==> config.mk <==
export PLATFORM = sky130hd
export DESIGN_NAME = decode_stage
export DESIGN_NICKNAME = d
export VERILOG_FILES = /design/src/rtl/decode_pkg.sv /design/src/rtl/decode_stage_instr_decode.sv /design/src/rtl/decode_stage.sv
export SDC_FILE = /design/constraint.sdc
export NUM_CORES = 1
export LEC_CHECK = 0
export BUFFER_PORTS_ARGS = -buffer_cell sky130_fd_sc_hd__buf_2
export CAP_MARGIN = 20
export CORE_MARGIN = 8
export CORE_UTILIZATION = 28
export DETAILED_ROUTE_END_ITERATION = 8
export SLEW_MARGIN = 10
export SYNTH_ARGS = -nofsm -noshare
export SYNTH_HDL_FRONTEND = slang
export SYNTH_SLANG_ARGS = --single-unit
==> constraint.sdc <==
create_clock -name clk -period 4.8 [get_ports clk]
set_input_delay 0.96 -clock clk [delete_from_list [all_inputs] [get_ports clk]]
set_output_delay 0.96 -clock clk [all_outputs]
set_load 0.02 [all_outputs]
==> src/rtl/decode_pkg.sv <==
// Shared constants and types for the RV32I decode stage: opcodes,
// one-hot class bit positions and the decoded-field bundle.
package decode_pkg;

    localparam int unsigned CLASS_W = 12;

    localparam logic [6:0] OP_ALU    = 7'b0110011;
    localparam logic [6:0] OP_ALU_I  = 7'b0010011;
    localparam logic [6:0] OP_LOAD   = 7'b0000011;
    localparam logic [6:0] OP_STORE  = 7'b0100011;
    localparam logic [6:0] OP_BRANCH = 7'b1100011;
    localparam logic [6:0] OP_LUI    = 7'b0110111;
    localparam logic [6:0] OP_AUIPC  = 7'b0010111;
    localparam logic [6:0] OP_JAL    = 7'b1101111;
    localparam logic [6:0] OP_JALR   = 7'b1100111;
    localparam logic [6:0] OP_FENCE  = 7'b0001111;
    localparam logic [6:0] OP_SYSTEM = 7'b1110011;

    localparam int unsigned CLS_ALU     = 0;
    localparam int unsigned CLS_ALU_I   = 1;
    localparam int unsigned CLS_LOAD    = 2;
    localparam int unsigned CLS_STORE   = 3;
    localparam int unsigned CLS_BRANCH  = 4;
    localparam int unsigned CLS_LUI     = 5;
    localparam int unsigned CLS_AUIPC   = 6;
    localparam int unsigned CLS_JAL     = 7;
    localparam int unsigned CLS_JALR    = 8;
    localparam int unsigned CLS_FENCE   = 9;
    localparam int unsigned CLS_SYSTEM  = 10;
    localparam int unsigned CLS_ILLEGAL = 11;

    typedef enum logic [2:0] {
        IMM_NONE,
        IMM_I,
        IMM_S,
        IMM_B,
        IMM_U,
        IMM_J
    } imm_sel_e;

    // Immediate kept at 32 bits; the stage sign-extends to XLEN on output.
    typedef struct packed {
        logic [CLASS_W-1:0] cls;
        logic [4:0]         rd;
        logic [4:0]         rs1;
        logic [4:0]         rs2;
        logic [2:0]         funct3;
        logic               funct7b5;
        logic [31:0]        imm;
    } dec_t;

endpackage

==> src/rtl/decode_stage_instr_decode.sv <==
// Purely combinational RV32I field decode: op class, register fields
// (zeroed when the class does not use them) and 32-bit immediate.
module instr_decode
    import decode_pkg::*;
(
    input  logic [31:0] i_instr,
    output dec_t        o_dec
);

    logic [CLASS_W-1:0] w_cls;
    imm_sel_e           w_sel;
    logic               w_use_rd;
    logic               w_use_rs1;
    logic               w_use_rs2;
    logic [31:0]        w_imm;

    // Opcode to class, immediate format and register-field usage.
    always_comb begin
        w_cls     = '0;
        w_sel     = IMM_NONE;
        w_use_rd  = 1'b0;
        w_use_rs1 = 1'b0;
        w_use_rs2 = 1'b0;
        case (i_instr[6:0])
            OP_ALU: begin
                w_cls[CLS_ALU] = 1'b1;
                w_use_rd = 1'b1; w_use_rs1 = 1'b1; w_use_rs2 = 1'b1;
            end
            OP_ALU_I: begin
                w_cls[CLS_ALU_I] = 1'b1; w_sel = IMM_I;
                w_use_rd = 1'b1; w_use_rs1 = 1'b1;
            end
            OP_LOAD: begin
                w_cls[CLS_LOAD] = 1'b1; w_sel = IMM_I;
                w_use_rd = 1'b1; w_use_rs1 = 1'b1;
            end
            OP_STORE: begin
                w_cls[CLS_STORE] = 1'b1; w_sel = IMM_S;
                w_use_rs1 = 1'b1; w_use_rs2 = 1'b1;
            end
            OP_BRANCH: begin
                w_cls[CLS_BRANCH] = 1'b1; w_sel = IMM_B;
                w_use_rs1 = 1'b1; w_use_rs2 = 1'b1;
            end
            OP_LUI: begin
                w_cls[CLS_LUI] = 1'b1; w_sel = IMM_U;
                w_use_rd = 1'b1;
            end
            OP_AUIPC: begin
                w_cls[CLS_AUIPC] = 1'b1; w_sel = IMM_U;
                w_use_rd = 1'b1;
            end
            OP_JAL: begin
                w_cls[CLS_JAL] = 1'b1; w_sel = IMM_J;
                w_use_rd = 1'b1;
            end
            OP_JALR: begin
                w_cls[CLS_JALR] = 1'b1; w_sel = IMM_I;
                w_use_rd = 1'b1; w_use_rs1 = 1'b1;
            end
            OP_FENCE: begin
                w_cls[CLS_FENCE] = 1'b1;
            end
            // CSR forms read rs1 and write rd.
            OP_SYSTEM: begin
                w_cls[CLS_SYSTEM] = 1'b1;
                w_use_rd = 1'b1; w_use_rs1 = 1'b1;
            end
            default: begin
                w_cls[CLS_ILLEGAL] = 1'b1;
            end
        endcase
    end

    // Immediate assembly, sign-extended from instr[31] to 32 bits.
    always_comb begin
        w_imm = '0;
        case (w_sel)
            IMM_I:   w_imm = {{20{i_instr[31]}}, i_instr[31:20]};
            IMM_S:   w_imm = {{20{i_instr[31]}}, i_instr[31:25], i_instr[11:7]};
            IMM_B:   w_imm = {{19{i_instr[31]}}, i_instr[31], i_instr[7],
                              i_instr[30:25], i_instr[11:8], 1'b0};
            IMM_U:   w_imm = {i_instr[31:12], 12'b0};
            IMM_J:   w_imm = {{11{i_instr[31]}}, i_instr[31], i_instr[19:12],
                              i_instr[20], i_instr[30:21], 1'b0};
            default: w_imm = '0;
        endcase
    end

    // Pack the decoded bundle.
    always_comb begin
        o_dec          = '0;
        o_dec.cls      = w_cls;
        o_dec.rd       = w_use_rd  ? i_instr[11:7]  : 5'd0;
        o_dec.rs1      = w_use_rs1 ? i_instr[19:15] : 5'd0;
        o_dec.rs2      = w_use_rs2 ? i_instr[24:20] : 5'd0;
        o_dec.funct3   = i_instr[14:12];
        o_dec.funct7b5 = i_instr[30];
        o_dec.imm      = w_imm;
    end

endmodule

==> src/rtl/decode_stage.sv <==
// RV32I decode pipeline stage: valid/ready handshake on both sides, one
// output register plus an optional one-entry skid buffer so that
// in_ready is a registered signal when SKID_EN=1.
module decode_stage
    import decode_pkg::*;
#(
    parameter int XLEN    = 32,
    parameter bit SKID_EN = 1'b1
) (
    input  logic               clk,
    input  logic               rst,
    input  logic               flush,
    input  logic               in_valid,
    output logic               in_ready,
    input  logic [31:0]        in_instr,
    input  logic [XLEN-1:0]    in_pc,
    output logic               out_valid,
    input  logic               out_ready,
    output logic [CLASS_W-1:0] out_class,
    output logic [4:0]         out_rd,
    output logic [4:0]         out_rs1,
    output logic [4:0]         out_rs2,
    output logic [2:0]         out_funct3,
    output logic               out_funct7b5,
    output logic [XLEN-1:0]    out_imm,
    output logic [XLEN-1:0]    out_pc
);

    logic            r_out_valid;
    dec_t            r_out;
    logic [XLEN-1:0] r_out_pc;
    logic            r_skid_valid;
    dec_t            r_skid;
    logic [XLEN-1:0] r_skid_pc;

    dec_t            w_dec;
    logic            w_accept;
    logic            w_out_free;

    instr_decode u_instr_decode (
        .i_instr (in_instr),
        .o_dec   (w_dec)
    );

    assign w_out_free = !r_out_valid || out_ready;
    assign w_accept   = in_valid && in_ready;

    // Ready: blocked by reset/flush; otherwise skid-empty (registered) or
    // pass-through output-slot availability when no skid is built.
    always_comb begin
        in_ready = 1'b0;
        if (rst || flush) begin
            in_ready = 1'b0;
        end else if (SKID_EN) begin
            in_ready = !r_skid_valid;
        end else begin
            in_ready = w_out_free;
        end
    end

    // Output/skid entry update. A draining skid always refills the output
    // first; in_ready is low whenever the skid holds data, so no new entry
    // can race it and acceptance order is kept.
    always_ff @(posedge clk) begin
        if (rst) begin
            r_out_valid  <= 1'b0;
            r_out        <= '0;
            r_out_pc     <= '0;
            r_skid_valid <= 1'b0;
            r_skid       <= '0;
            r_skid_pc    <= '0;
        end else if (flush) begin
            r_out_valid  <= 1'b0;
            r_skid_valid <= 1'b0;
        end else if (w_out_free) begin
            if (r_skid_valid) begin
                r_out_valid  <= 1'b1;
                r_out        <= r_skid;
                r_out_pc     <= r_skid_pc;
                r_skid_valid <= 1'b0;
            end else if (w_accept) begin
                r_out_valid <= 1'b1;
                r_out       <= w_dec;
                r_out_pc    <= in_pc;
            end else begin
                r_out_valid <= 1'b0;
            end
        end else if (w_accept && SKID_EN) begin
            r_skid_valid <= 1'b1;
            r_skid       <= w_dec;
            r_skid_pc    <= in_pc;
        end
    end

    assign out_valid    = r_out_valid;
    assign out_class    = r_out.cls;
    assign out_rd       = r_out.rd;
    assign out_rs1      = r_out.rs1;
    assign out_rs2      = r_out.rs2;
    assign out_funct3   = r_out.funct3;
    assign out_funct7b5 = r_out.funct7b5;
    assign out_imm      = XLEN'($signed(r_out.imm));
    assign out_pc       = r_out_pc;

endmodule

== Word-level counts from Yosys, hierarchy flattened ==
Index checks and enable logic that the tools add are counted.

* Flip-flop bits (word level): 192
* Input bits: 69
* Output and inout port bits: 97
* Logic and storage cells: 79

* Eq/ne operators: 16
* Muxes and demuxes: 27
* Bitwise logic cells: 2
* Reductions and logical operators: 16

{| class="wikitable"
|+ Operators by type and width
! cell !! count
|-
| case mux 32 bit (5 select lines) || 1
|-
| two-way mux 63 bit || 2
|-
| two-way mux 32 bit || 2
|-
| equality test 7 bit, second input constant || 4
|-
| equality test 7 x 6 -> 1 bit, second input constant || 3
|-
| two-way mux 1 bit || 18
|-
| two-way mux 5 bit || 3
|-
| case mux 3 bit (5 select lines) || 1
|-
| equality test 7 x 5 -> 1 bit, second input constant || 2
|-
| OR reduction 11 bit || 1
|-
| OR reduction 3 bit || 3
|-
| OR reduction 8 bit || 1
|-
| equality test 7 x 2 -> 1 bit, second input constant || 1
|-
| equality test 7 x 4 -> 1 bit, second input constant || 1
|-
| OR reduction 7 bit || 1
|-
| equality test 3 x 2 -> 1 bit, second input constant || 2
|-
| equality test 3 bit, second input constant || 2
|-
| AND reduction 3 bit || 2
|-
| OR reduction 2 bit || 2
|-
| equality test 3 x 1 -> 1 bit, second input constant || 1
|-
| logical NOT 1 bit || 2
|-
| logical OR 1 bit || 2
|-
| inverter 1 bit || 2
|-
| nonzero test 2 bit || 1
|-
| logical AND 1 bit || 1
|}

== Logic depth before layout (Yosys ltp) ==
* Depth after elaboration: 7
* Gate-level depth with buffers: 8
* Gate-level depth less buffers: 5

== Cells and area by module ==
From an unflattened synthesis, not the netlist that was laid out.

* Cell total of the unflattened synthesis: 1089
* Area total of the unflattened synthesis: 9593.0 um2

{| class="wikitable"
|+ Modules (own cells, without submodules)
! module !! instances !! cells an instance !! area each (um2) !! seq. area each (um2)
|-
| decode_stage || 1 || 963 || 8745.9 || 3843.7
|-
| instr_decode || 1 || 126 || 847.1 || 0.0
|}

== Least setup slack after synthesis ==
OpenSTA, ideal clock, no wires.

* Kind: in2out
* From: input port flush
* To: output port in_ready
* Data arrival time: 1266 ps
* Data required time: 3840 ps
* Slack: 2574 ps
* Cell stages on the path: 1
* Buffers on the path: 0
* Cell sequence: nor3_4

* Cells in the longest elaborated chain, start to end: 2

{| class="wikitable"
|+ Ends and longest elaborated chain
! what !! RTL line !! RTL
|-
| start: declaration || decode_stage.sv:12 || <nowiki>input logic flush,</nowiki>
|-
| logical OR 1 bit || decode_stage.sv:52 || <nowiki>if (rst || flush) begin</nowiki>
|-
| two-way mux 1 bit || decode_stage.sv:52 ||
|-
| end: declaration || decode_stage.sv:14 || <nowiki>output logic in_ready,</nowiki>
|}

No other way between the ends.

== Worst setup path in the final report ==
* From: input port rst
* To: register r_out_pc[28], in the netlist out_pc[28]

* Cells in the longest elaborated chain, start to end: 5

{| class="wikitable"
|+ Ends and longest elaborated chain
! what !! RTL line !! RTL
|-
| start: declaration || decode_stage.sv:11 || <nowiki>input logic rst,</nowiki>
|-
| logical OR 1 bit || decode_stage.sv:52 ||
|-
| two-way mux 1 bit || decode_stage.sv:52 ||
|-
| logical AND 1 bit || decode_stage.sv:46 || <nowiki>assign w_accept = in_valid && in_ready;</nowiki>
|-
| nonzero test 2 bit (no source line) || -- ||
|-
| AND reduction 3 bit (no source line) || -- ||
|-
| end signal: assignment || decode_stage.sv:79 || <nowiki>r_out_pc <= r_skid_pc;</nowiki>
|-
| end signal: assignment || decode_stage.sv:84 || <nowiki>r_out_pc <= in_pc;</nowiki>
|-
| end: declaration || decode_stage.sv:31 || <nowiki>logic [XLEN-1:0] r_out_pc;</nowiki>
|}

Parallel ways exist; a longest one is shown, timed or not.
A chain may end at the register's enable or synchronous reset.

==> results.txt <==
Site Rows: 62
placed cells: 1407
Worst setup SP type: primary input
io pins: 166
DRC Markers: 0
vias per std cell: 5.01
Critical Path End Type: flip-flop
PortBufs: 165
synth top area cells: dfxtp_1, nor2_1, a21oi_1
initial antenna violation count: 3
Sink Count: 192
share of cells above drive strength 1: 23.7%
WL/cell: 17.2 µm
R2R Path End: out_pc[28]
vias in the first global route: 6900
syn_nets: 1003
Yosys top cell by area: dfxtp_1
Setup CP Type: primary input to flip-flop
Hold Buf Count CTS: 0
final instance area: 9730 µm²
Netlist cell types: 54
floorplan core area: 28700 µm²
CTS root buffer: clkbuf_16
setup bufs post-CTS: 0
Tot GR Track Use: 13.7%
Min Hold Slack: 0.446 ns
placed inst area: 9110 µm²
flop-to-flop setup slack: 1.93 ns
asr flop ratio synth: 0%
Clock transition at path regs: 0.07 ns
Yosys reg bits: 192
RR Startpoint: r_skid_valid
Final Slew Violations: 0
Worst-Margin Slew: 1.02 ns
hold wc startpoint: r_skid[19]
Tmin final: 2.93 ns
Final Hold Viols: 0
grt total ovfl: 0
number of nets with antenna violations after routing: 0
die width: 187 µm
RSZ-0062 raised after global routing: false
Total Die Area: 34800 µm²
Pwr Total: 3.44 mW
Final period util: 61.0%
Pleak: 3.61 nW
global placer's final weighted congestion: 0.794
Post-CTS Resized: 0
VDD IR max: 0.181 mV
hold depth: 2
First DRT Iteration DRCs: 437
Avg Synthesized Cell Area: 8.72 µm²
Layout Cells excl Fill: 1439
Fillers: 3020
CP arrival: 3.26 ns
Post-Synthesis Cells: 934
n_diodes: 0
first-pass iteration count of the detailed router: 5
share of the synthesized area in the top cell type: 47.2%
Max-Cap Viols: 0
Req. time, crit path: 5.14 ns
Num CTS Buffers: 17
Syn Std Cell Area: 8140 µm²
Die Ht: 187 µm
Hold Path Class: flip-flop to flip-flop
PwrDens: 354 nW/µm²
clock buffer depth: 2
leading cell type in the layout, fill and taps excluded: dfxtp_1
CP Max Fanout: 82
WL final: 24700 µm
Syn-to-layout area delta: 19.5%
Setup-failing EPs final: 0
first-pass GRT wire length: 39300 µm
via count: 7205
setup TNS: 0 ns
largest net degree at the start of global routing: 83
Final Skew: 0.0117 ns
nets: 1111
CTS tree: yes
synth warn: 0
run status: finished clean
Post-synth EDFFs: 0
commonest cells after routing, fill and taps aside: dfxtp_1, buf_2, nor2_1
R2R depth: 4
fmax: 342 MHz
H-tree lvl count: 4
Hold EP: r_skid[19]
top_reg_cell synth: dfxtp_1
HPWL Detailed: 16500 µm
Worst slew margin: 32.2%
Initial Utilization: 28.4%
Seq/Total Area, Yosys: 47.2%
clock latency on the worst-skew pair: 0.43 ns
-- report_power, final --
| part | leakage, nW | switching [mW] | internal (mW) | total (mW) |
|---|---|---|---|---|
| registers | 1.56 | 0.0194 | 1.63 | 1.65 |
| clock network | 0.296 | 0.687 | 0.805 | 1.49 |
| logic | 1.76 | 0.204 | 0.0977 | 0.302 |
-- worst max-delay path, cell delays in order --
cell and delay, ns:
buf_6 0.27, nor2b_1 0.35, o211a_4 0.71, buf_4 0.52, nor2_1 0.08, a211oi_1 0.22
-- final cells by class --
class	instances	area (µm²)	share of cell area [%]
multi-input cells	652	3870	39.8
flip-flops and latches	192	3850	39.6
repair buffers	174	900	9.25
well taps	384	480	4.94
clock buffers	18	439	4.52
clock inverters	14	174	1.79
inverters	5	18.8	0.193
-- synthesized netlist by cell type, types with 2 or more instances --
master and n:
buf_4 18, a21oi_2 11, and3b_1 2, nor3_4 2
nand2b_1 4, o22ai_1 20, nand3_2 2, nor4_1 4
o21ai_1 6, dfxtp_1 192, inv_1 5, nor2b_1 3
o21ai_0 9, nor3_1 30, nand4b_1 5, buf_1 3
buf_2 25, mux2i_1 36, a211oi_1 50, and3_1 24
buf_6 3, nor2_2 2, a21oi_1 94, nor2_1 126
nand4_1 7, nand3b_1 8, a211oi_2 12, a22oi_1 16
o211ai_1 9, nand3_1 16, nand2_1 111, a221oi_1 23
clkbuf_1 35
-- how the worst max path moves through the flow --
stage | endpoint | depth (start not counted) | slack [ns] | startpoint
after CTS | out_pc[28] | 6 | 1.92 | rst
after detailed placement | out_pc[25] | 6 | 1.46 | rst
final | out_pc[28] | 6 | 1.87 | rst
after floorplan | in_ready | 1 | 2.57 | flush
after global routing | out_pc[25] | 4 | 1.66 | r_skid_valid
after global placement | out_pc[11] | 6 | 1.51 | rst
-- state kept, by name, indices dropped and copies added, names as in the netlist, 5 cells and up --
name	flops
out_pc	32
out_imm	32
out_rd	5
out_rs2	5
out_class	12
r_skid_pc	32
r_skid	63
out_rs1	5
-- metal layers --
metal / global-route usage [%] / vias up / routed length, µm
li1: - / 3563 / -
met1: 17.5 / 3435 / 11300
met3: 3.58 / 22 / 1520
met2: 22.4 / 179 / 11600
met4: 3.79 / 6 / 274
met5: 0 / - / 30
-- cells by family after synthesis --
group,count (synthesis),share of synthesized area [%]
AO/OA/AOI/OAI,260,22.1
buffers and inverters,90,5.66
flip-flops,192,47.2
multiplexers,37,4.56
AND/OR/NAND/NOR,355,20.4
-- metrics by stage --
| step | worst slack (ns) | util [%] |
|---|---|---|
| floorplan | 2.57 | - |
| global placement | 1.51 | 31.7 |
| detailed placement | 1.46 | 31.7 |
| CTS | 1.92 | 33.9 |
| global route | 1.66 | 33.9 |
| finish | 1.87 | 33.9 |
No activity file was read; power rests on OpenSTA's default activity.
